[src/rtl/iter_multiplier.sv]
// ---------------------------------------------------------------------------
// iter_multiplier
//
// Iterative RV32M-style multiplier. The operands are converted to magnitudes
// at launch. RADIX_BITS multiplier bits are consumed per cycle by a
// shift-and-add loop into a 2*WIDTH accumulator. The sign is applied once,
// on the final sum. The FSM walks IDLE -> CALC -> DONE -> IDLE.
//
// Optional feature macro: ITER_MULTIPLIER_EARLY_TERM_EN
//   defined   : CALC exits once the remaining multiplier has shifted to zero
//               (at least one iteration always runs).
//   undefined : CALC always runs WIDTH/RADIX_BITS iterations.
//   Results are bit-identical in both builds; only the latency changes.
//
// Parameters
//   WIDTH       operand/result width (even, >= 4)
//   RADIX_BITS  multiplier bits consumed per cycle (must divide WIDTH)
//
// Ports
//   clk     in   sole clock, rising edge
//   rst     in   asynchronous active-high reset
//   start   in   launch request, sampled only in IDLE
//   op      in   00 mul, 01 mulh, 10 mulhsu, 11 mulhu
//   a       in   multiplicand (rs1), sampled with start
//   b       in   multiplier (rs2), sampled with start
//   flush   in   abort the in-flight operation
//   busy    out  high while in CALC or DONE
//   done    out  one-cycle pulse, result valid this cycle
//   result  out  registered product slice, held until the next done
// ---------------------------------------------------------------------------
module iter_multiplier #(
    parameter int WIDTH      = 32,
    parameter int RADIX_BITS = 2
) (
    input  logic             clk,
    input  logic             rst,
    input  logic             start,
    input  logic [1:0]       op,
    input  logic [WIDTH-1:0] a,
    input  logic [WIDTH-1:0] b,
    input  logic             flush,
    output logic             busy,
    output logic             done,
    output logic [WIDTH-1:0] result
);

    localparam int N     = WIDTH / RADIX_BITS;
    localparam int CNT_W = $clog2(N + 1);
    localparam logic [CNT_W-1:0] LAST_CNT = CNT_W'(N - 1);

    localparam logic [1:0] OP_MUL    = 2'b00;
    localparam logic [1:0] OP_MULH   = 2'b01;
    localparam logic [1:0] OP_MULHSU = 2'b10;
    localparam logic [1:0] OP_MULHU  = 2'b11;

    generate
        if ((WIDTH % RADIX_BITS) != 0) begin : g_bad_radix
            $error("iter_multiplier: RADIX_BITS must divide WIDTH");
        end
        if ((WIDTH < 4) || ((WIDTH % 2) != 0)) begin : g_bad_width
            $error("iter_multiplier: WIDTH must be even and >= 4");
        end
    endgenerate

    typedef enum logic [1:0] {
        S_IDLE = 2'd0,
        S_CALC = 2'd1,
        S_DONE = 2'd2
    } state_t;

    state_t               state_q,  state_d;
    logic [2*WIDTH-1:0]   acc_q,    acc_d;
    logic [2*WIDTH-1:0]   mcand_q,  mcand_d;
    logic [WIDTH-1:0]     mplier_q, mplier_d;
    logic [1:0]           op_q,     op_d;
    logic                 neg_q,    neg_d;
    logic [CNT_W-1:0]     cnt_q,    cnt_d;
    logic [WIDTH-1:0]     result_q, result_d;
    logic                 busy_q,   busy_d;
    logic                 done_q,   done_d;

    logic                 a_signed_s, b_signed_s;
    logic                 a_neg_s,    b_neg_s;
    logic [WIDTH-1:0]     a_mag_s,    b_mag_s;
    logic [RADIX_BITS-1:0] digit_s;
    logic [2*WIDTH-1:0]   pp_s;
    logic [2*WIDTH-1:0]   acc_sum_s;
    logic [2*WIDTH-1:0]   product_s;
    logic [WIDTH-1:0]     mplier_shr_s;
    logic                 last_iter_s;

    // Operand conditioning, one radix step and next-state/output decode.
    always_comb begin
        // Signedness per op; mulhu treats both operands as unsigned.
        a_signed_s = (op != OP_MULHU);
        b_signed_s = (op == OP_MUL) || (op == OP_MULH);
        a_neg_s    = a_signed_s & a[WIDTH-1];
        b_neg_s    = b_signed_s & b[WIDTH-1];
        // The most-negative value negates to itself, read as unsigned 2^(W-1).
        a_mag_s    = a_neg_s ? (~a + WIDTH'(1)) : a;
        b_mag_s    = b_neg_s ? (~b + WIDTH'(1)) : b;

        // Partial product of the current digit with the shifted multiplicand.
        digit_s = mplier_q[RADIX_BITS-1:0];
        pp_s    = '0;
        for (int j = 0; j < RADIX_BITS; j++) begin
            if (digit_s[j]) begin
                pp_s = pp_s + (mcand_q << j);
            end else begin
                pp_s = pp_s;
            end
        end
        acc_sum_s    = acc_q + pp_s;
        mplier_shr_s = mplier_q >> RADIX_BITS;
        // The result is taken from this iteration's sum, so it is ready on the
        // same edge that enters DONE.
        product_s    = neg_q ? (~acc_sum_s + (2*WIDTH)'(1)) : acc_sum_s;

`ifdef ITER_MULTIPLIER_EARLY_TERM_EN
        last_iter_s = (cnt_q == LAST_CNT) || (mplier_shr_s == '0);
`else
        last_iter_s = (cnt_q == LAST_CNT);
`endif

        state_d  = state_q;
        acc_d    = acc_q;
        mcand_d  = mcand_q;
        mplier_d = mplier_q;
        op_d     = op_q;
        neg_d    = neg_q;
        cnt_d    = cnt_q;
        result_d = result_q;

        case (state_q)
            S_IDLE: begin
                // A flush in the same cycle as start blocks the launch.
                if (start && !flush) begin
                    state_d  = S_CALC;
                    acc_d    = '0;
                    mcand_d  = {{WIDTH{1'b0}}, a_mag_s};
                    mplier_d = b_mag_s;
                    op_d     = op;
                    neg_d    = a_neg_s ^ b_neg_s;
                    cnt_d    = '0;
                end else begin
                    state_d = S_IDLE;
                end
            end
            S_CALC: begin
                if (flush) begin
                    state_d = S_IDLE;
                end else begin
                    acc_d    = acc_sum_s;
                    mcand_d  = mcand_q << RADIX_BITS;
                    mplier_d = mplier_shr_s;
                    cnt_d    = cnt_q + CNT_W'(1);
                    if (last_iter_s) begin
                        state_d = S_DONE;
                        if (op_q == OP_MUL) begin
                            result_d = product_s[WIDTH-1:0];
                        end else begin
                            result_d = product_s[2*WIDTH-1:WIDTH];
                        end
                    end else begin
                        state_d = S_CALC;
                    end
                end
            end
            S_DONE: begin
                state_d = S_IDLE;
            end
            default: begin
                state_d = S_IDLE;
            end
        endcase

        busy_d = (state_d != S_IDLE);
        done_d = (state_d == S_DONE);
    end

    // FSM and datapath registers, cleared asynchronously by rst.
    always_ff @(posedge clk or posedge rst) begin
        if (rst) begin
            state_q  <= S_IDLE;
            acc_q    <= '0;
            mcand_q  <= '0;
            mplier_q <= '0;
            op_q     <= 2'b00;
            neg_q    <= 1'b0;
            cnt_q    <= '0;
            result_q <= '0;
            busy_q   <= 1'b0;
            done_q   <= 1'b0;
        end else begin
            state_q  <= state_d;
            acc_q    <= acc_d;
            mcand_q  <= mcand_d;
            mplier_q <= mplier_d;
            op_q     <= op_d;
            neg_q    <= neg_d;
            cnt_q    <= cnt_d;
            result_q <= result_d;
            busy_q   <= busy_d;
            done_q   <= done_d;
        end
    end

    assign busy   = busy_q;
    // A flush arriving during DONE suppresses the pulse in that same cycle.
    assign done   = done_q & ~flush;
    assign result = result_q;

endmodule
[config.mk]
export PLATFORM = sky130hd
export DESIGN_NAME = iter_multiplier
export DESIGN_NICKNAME = d
export VERILOG_FILES = /design/src/rtl/iter_multiplier.sv
export SDC_FILE = /design/constraint.sdc
export NUM_CORES = 1
export LEC_CHECK = 0
export BUFFER_PORTS_ARGS = -buffer_cell sky130_fd_sc_hd__buf_2
export CAP_MARGIN = 20
export CORE_UTILIZATION = 60
export CTS_CLUSTER_DIAMETER = 50
export DETAILED_ROUTE_END_ITERATION = 6
export PLACE_DENSITY = 0.78
export SLEW_MARGIN = 20
export SYNTH_ARGS = -nofsm -noshare
export SYNTH_HDL_FRONTEND = slang
export SYNTH_SLANG_ARGS = --single-unit
[constraint.sdc]
create_clock -name clk -period 10.24 [get_ports clk]
set_input_delay 0 -clock clk [delete_from_list [all_inputs] [get_ports clk]]
set_output_delay 0 -clock clk [all_outputs]
set_load 0.03 [all_outputs]
== Yosys cells after proc, flatten, opt, wreduce, memory -nomap -nowiden ==
Index checks and enable logic that the tools add are counted.

* Add/sub/neg operators: 6
* Eq/ne operators: 7
* Muxes and demuxes: 22
* Bitwise operators: 8
* Reduce and logical (&&, ||, !) cells: 11

{| class="wikitable"
|+ Operator list
! operator !! number
|-
| 64-bit two-way mux || 7
|-
| 64-bit case mux with 2 select lines || 2
|-
| 32-bit two-way mux || 5
|-
| 64-bit adder || 2
|-
| 32-bit by 1-bit adder with 32-bit output, second input constant || 2
|-
| 64-bit by 1-bit adder with 64-bit output, second input constant || 1
|-
| 32-bit NOT || 2
|-
| 64-bit NOT || 1
|-
| 32-bit case mux with 2 select lines || 1
|-
| 5-bit two-way mux || 2
|-
| 5-bit case mux with 2 select lines || 1
|-
| 2-bit logical NOT || 3
|-
| 2-bit != test, second input constant || 3
|-
| 3-bit AND reduction || 2
|-
| 5-bit by 1-bit adder with 5-bit output, second input constant || 1
|-
| 5-bit by 4-bit == test with 1-bit output, second input constant || 1
|-
| 2-bit by 1-bit == test with 1-bit output, second input constant || 2
|-
| 2-bit two-way mux || 2
|-
| 2-bit case mux with 2 select lines || 1
|-
| 2-bit nonzero test || 2
|-
| 1-bit AND || 3
|-
| 2-bit == test, second input constant || 1
|-
| 2-bit AND reduction || 1
|-
| 1-bit logical AND || 1
|-
| 5 further kinds || 5
|}

* Flip-flop bits (word level): 204
* Input port bits: 70
* Logic and storage cells: 64

== Logic depth before layout (Yosys ltp) ==
* Depth after elaboration: 8
* Mapped depth: 40
* Mapped depth without buffers: 30

== Worst setup path after synthesis ==
OpenSTA, ideal clock, no wires.

* Kind: register -> register
* Start point: register mplier_q[0]
* End point: register result_q[17], in the netlist result[17]
* Setup time: 131 ps
* Arrival time: 9279 ps
* Setup slack: 830 ps
* Stages on the path, launching flop included: 41
* Path buffers: 10
* Period minus slack after synthesis: 9410 ps
* Path through: dfrtp_1 > clkbuf_1 > clkbuf_1 > buf_1 > clkbuf_1 > buf_1 > clkbuf_1 > clkbuf_1 > buf_1 > nand2_1 > inv_1 > ha_1 > inv_1 > fa_1 > nor2b_1 > o22a_1 > a32o_1 > o21ai_0 > [5 not listed] > xnor2_1 > a21oi_1 > a21o_1 > ha_1 > clkbuf_1 > a21oi_1 > o21ai_0 > a41o_1 > a221o_1 > and2_1 > or4_1 > a2111oi_4 > and4_1 > clkbuf_1 > nand3_2 > or4_1 > a31oi_1 > o21ai_1

* Word-level cells in the longest chain between the ends: 8

{| class="wikitable"
|+ RTL lines
! what !! RTL line !! RTL
|-
| start, declared || 74 || <nowiki>logic [WIDTH-1:0] mplier_q, mplier_d;</nowiki>
|-
| start signal, assigned || 198 || <nowiki>mplier_q <= mplier_d;</nowiki>
|-
| 64-bit two-way mux * || 107 || <nowiki>if (digit_s[j]) begin</nowiki>
|-
| 64-bit adder || 108 || <nowiki>pp_s = pp_s + (mcand_q << j);</nowiki>
|-
| 64-bit two-way mux * || 107 ||
|-
| 64-bit adder * || 113 || <nowiki>acc_sum_s = acc_q + pp_s;</nowiki>
|-
| 64-bit NOT || 117 || <nowiki>product_s = neg_q ? (~acc_sum_s + (2*WIDTH)'(1)) : acc_sum_s;</nowiki>
|-
| 64-bit by 1-bit adder with 64-bit output || 117 ||
|-
| 64-bit two-way mux * || 117 ||
|-
| 32-bit two-way mux * || 159 || <nowiki>if (op_q == OP_MUL) begin</nowiki>
|-
| end signal, assigned || 202 || <nowiki>result_q <= result_d;</nowiki>
|-
| end, declared || 78 || <nowiki>logic [WIDTH-1:0] result_q, result_d;</nowiki>
|}

Every way passes the cells marked *; elsewhere a longest branch is shown, timed or not.
A chain may end at the register's enable or synchronous reset.

== Worst setup path in the final report ==
Ends and elaborated chain as after synthesis.

==> summary.txt <==
Outcome
  • Status: finished, violations left
  • Failing checks: DRC

Pwr
  • Logic gate share of total power: 0.541
  • Clk pwr share: 0.238
  • Int Power: 2710 uW
  • Switching power: between 2000 and 3000 uW
  • Lkg Pwr: ~0.011 uW
  • Worst VDD drop: ~260 uV
  • Switch share: 0.482
  • Flop pwr share: 0.221
  • Power density cells: around 220 nW/um^2

Drt
  • Per-cell routed wire length: 22.1 um
  • Post-route DRC violation count: 3
  • Initial DRT Pass Iterations: 7
  • Vias per cell: a little under 7
  • Via Count: 23691
  • ANT nets after route: 0
  • Final WL: approximately 77 mm
  • DR iter-0 viols: approximately 2300

Placed design
  • Final HPWL from detailed placement: between 50 and 60 mm
  • Cell Count Post-Placement: 3334
  • Placed instance area: between 20000 and 25000 um^2
  • Gpl congestion: approximately 1.0
  • PortBufs: between 100 and 150

Floorplan
  • Horiz. Die Dim: 193 um
  • DIE AREA: roughly 37000 um^2
  • Die Y: slightly below 200 um
  • I/O pins: between 100 and 150
  • Cell Rows: 69
  • Initial Utilization: 0.611
  • Core ar.: 35700 um^2

Hold path
  • Worst min path class: in2async

Yosys
  • Post-synth top cells: 414 x nand2_1, 260 x o21ai_0, 256 x a21oi_1
  • Synthesized cell area: between 20000 and 25000 um^2
  • Post-synth ARST share: 1.00
  • Syn avg cell area: 7.39 um^2
  • Largest cells by area after synthesis: dfrtp_1 23%, nand2_1 7.1%, ha_1 6.4%
  • Post-synthesis sequential area ratio: 0.234
  • Largest area contributor in the synthesized netlist: dfrtp_1
  • Count leader, synth: nand2_1
  • Distinct cells, synth: 97
  • Net Count, Synth: around 3100
  • Post-synth EDFFs: 0
  • Synth Flop Type: dfrtp_1
  • Area share of the largest cell type after synthesis: 0.234
  • Flops & latches, synth: a little over 200
  • Yosys warnings: 0
  • Synth Instances: approximately 3000

Timing
  • Period utilization: 0.859
  • RSZ-0062 raised after global routing: no
  • FMAX: about 110 MHz
  • Final Hold Fails: 0
  • Slew Limit Fails: 0
  • Final Skew: 0.0289 ns
  • Setup TNS: 0 ns
  • Minimum clock period: around 8.8 ns
  • Final setup vio count: 0
  • Slew margin rel.: 0.303
  • Worst hold slack: 0.0434 ns
  • Worst Tran Pin Value: roughly 1.0 ns

CTS
  • Max H-tree Level: 2
  • Setup bufs post-CTS: 0
  • CTS max path bufs: 3
  • Reg clk slew, reported paths: 0.06 ns
  • CTS tree: built
  • Clock tree root buffer cell: clkbuf_16
  • Worst-skew pair later-pin latency: about 0.55 ns
  • Num CTS Buffers: 35
  • CTS Sinks: 204

Global routing
  • Vias in the first global route: 22192
  • Total global routing overflow: 0
  • First-pass GRT wire length: 121 mm
  • Antenna violations before repair: 1
  • Largest net degree at the start of global routing: approximately 190
  • Total GRT Usage: 0.415

Layout
  • Post-route cell area: approximately 24000 um^2
  • Cell Count, Final, Fillers Out: 3467
  • Synthesis-to-layout area growth: 11.3%
  • Share of layout cells above drive strength 1: 0.0955
  • Final Net Count: approximately 3200

Setup path
  • Cell repeated most along the worst path: nor3_1
  • Largest stage delay on the critical path: about 0.66 ns
  • Setup crit end kind: flip-flop
  • Critical path data required time: 10.64 ns
  • CP arrival: around 9.2 ns
  • Critical path's slowest cell: dfrtp_4
  • Crit path kind: reg2reg
  • Crit-path max FO: 38
  • Setup crit start kind: flip-flop

Flow run
  • Max Cap Viol: 0
-- through the flow --
stage          utilization  setup slack [ns]  power [uW]
4_1_cts              0.680              1.70        5150
5_1_grt              0.680              1.02        5530
6_report             0.680              1.45        5220
2_1_floorplan            -             0.830        3160
3_5_place_dp         0.626              1.74        3880
3_3_place_gp         0.626              1.91        3810
-- power by group through the flow --
stage	clock (uW)	combinational, uW	sequential, uW
final	1240	2830	1150
after global routing	1290	3070	1180
after CTS	1250	2760	1150
after detailed placement	0	2720	1160
after global placement	0	2660	1150
after floorplan	0	2140	1020
-- cell usage in the layout (no fill, tap or decap), types with 59 or more instances in the layout --
cell,n
dlygate4sd3_1,70
a21oi_1,256
xnor2_1,95
o21ai_0,260
nand2_1,414
ha_1,111
and2_1,59
inv_1,60
buf_2,103
a21o_1,65
nand3_1,94
nor2_1,215
xor2_1,93
dfrtp_1,202
-- logic make-up (layout without fill, tap and decap cells) --
family	count (synthesis)	in the layout	share of synthesized area
and+or+nand+nor	1111	1111	0.248
AOI/OAI and AO/OA	1014	1014	0.303
buffers and inverters	267	322	0.0473
DFF	204	204	0.234
xor gates and xnor gates	188	188	0.0756
adders and majority gates	114	114	0.0660
muxes	52	52	0.0265
other	0	1	0
-- layer usage --
layer	vias up	part of all wire	global-route usage
met4	0	0.065	0.260
met3	243	0.080	0.0680
met1	11357	0.40	0.507
met2	1163	0.46	0.679
met5	-	0	0
li1	10928	-	-
-- worst max-delay path, delay by kind of cell (launching register included) --
kind                     cells  cell delay, ns
AO/OA/AOI/OAI               13            3.81
XOR/XNOR                     2            0.33
adder cells (fa/ha/maj)      3            1.09
buffers and inverters        2            0.14
flip-flops                   1            0.66
AND/OR/NAND/NOR             10            2.62
-- what timing repair did --
action | 4_1_cts | 5_1_grt
hold endpoints to repair | 136 | 0
gates resized for setup | 0 | 0
hold buffers | 70 | 0
-- registers in the layout (all words and copies together) (netlist names) --
signal and count:
mplier_q 32, neg_q 1, op_q 2, state_q 2
result 32, mcand_q 64, acc_q 64, done_q 1
busy 1, cnt_q 5
-- area by class of cell --
class | count | area [um^2]
well taps | 461 | 577
flip-flops and latches | 204 | 5110
fillers | 3022 | 11400
inverters | 62 | 240
clock inverters | 23 | 300
clock buffers | 39 | 911
diodes | 1 | 2.50
repair buffers | 198 | 1420
multi-input cells | 2479 | 15700
-- worst paths after layout --
path / startpoint / to / slack (ns) / cells past startpoint
min: rst / mcand_q[52]$_DFFE_PP0P_ / 0.04 / 3
min reg2reg: result[0]$_DFFE_PP0P_ / result[0]$_DFFE_PP0P_ / 0.47 / 1
max in group asynchronous: rst / state_q[0]$_DFF_PP0_ / 8.78 / 4
max: mplier_q[0]$_DFFE_PP0P_ / result[17]$_DFFE_PP0P_ / 1.45 / 30
min in group clk: b[27] / mplier_q[27]$_DFFE_PP0P_ / 0.07 / 5
max reg2reg: mplier_q[0]$_DFFE_PP0P_ / result[17]$_DFFE_PP0P_ / 1.45 / 30
(Power assumes the default switching activity.)
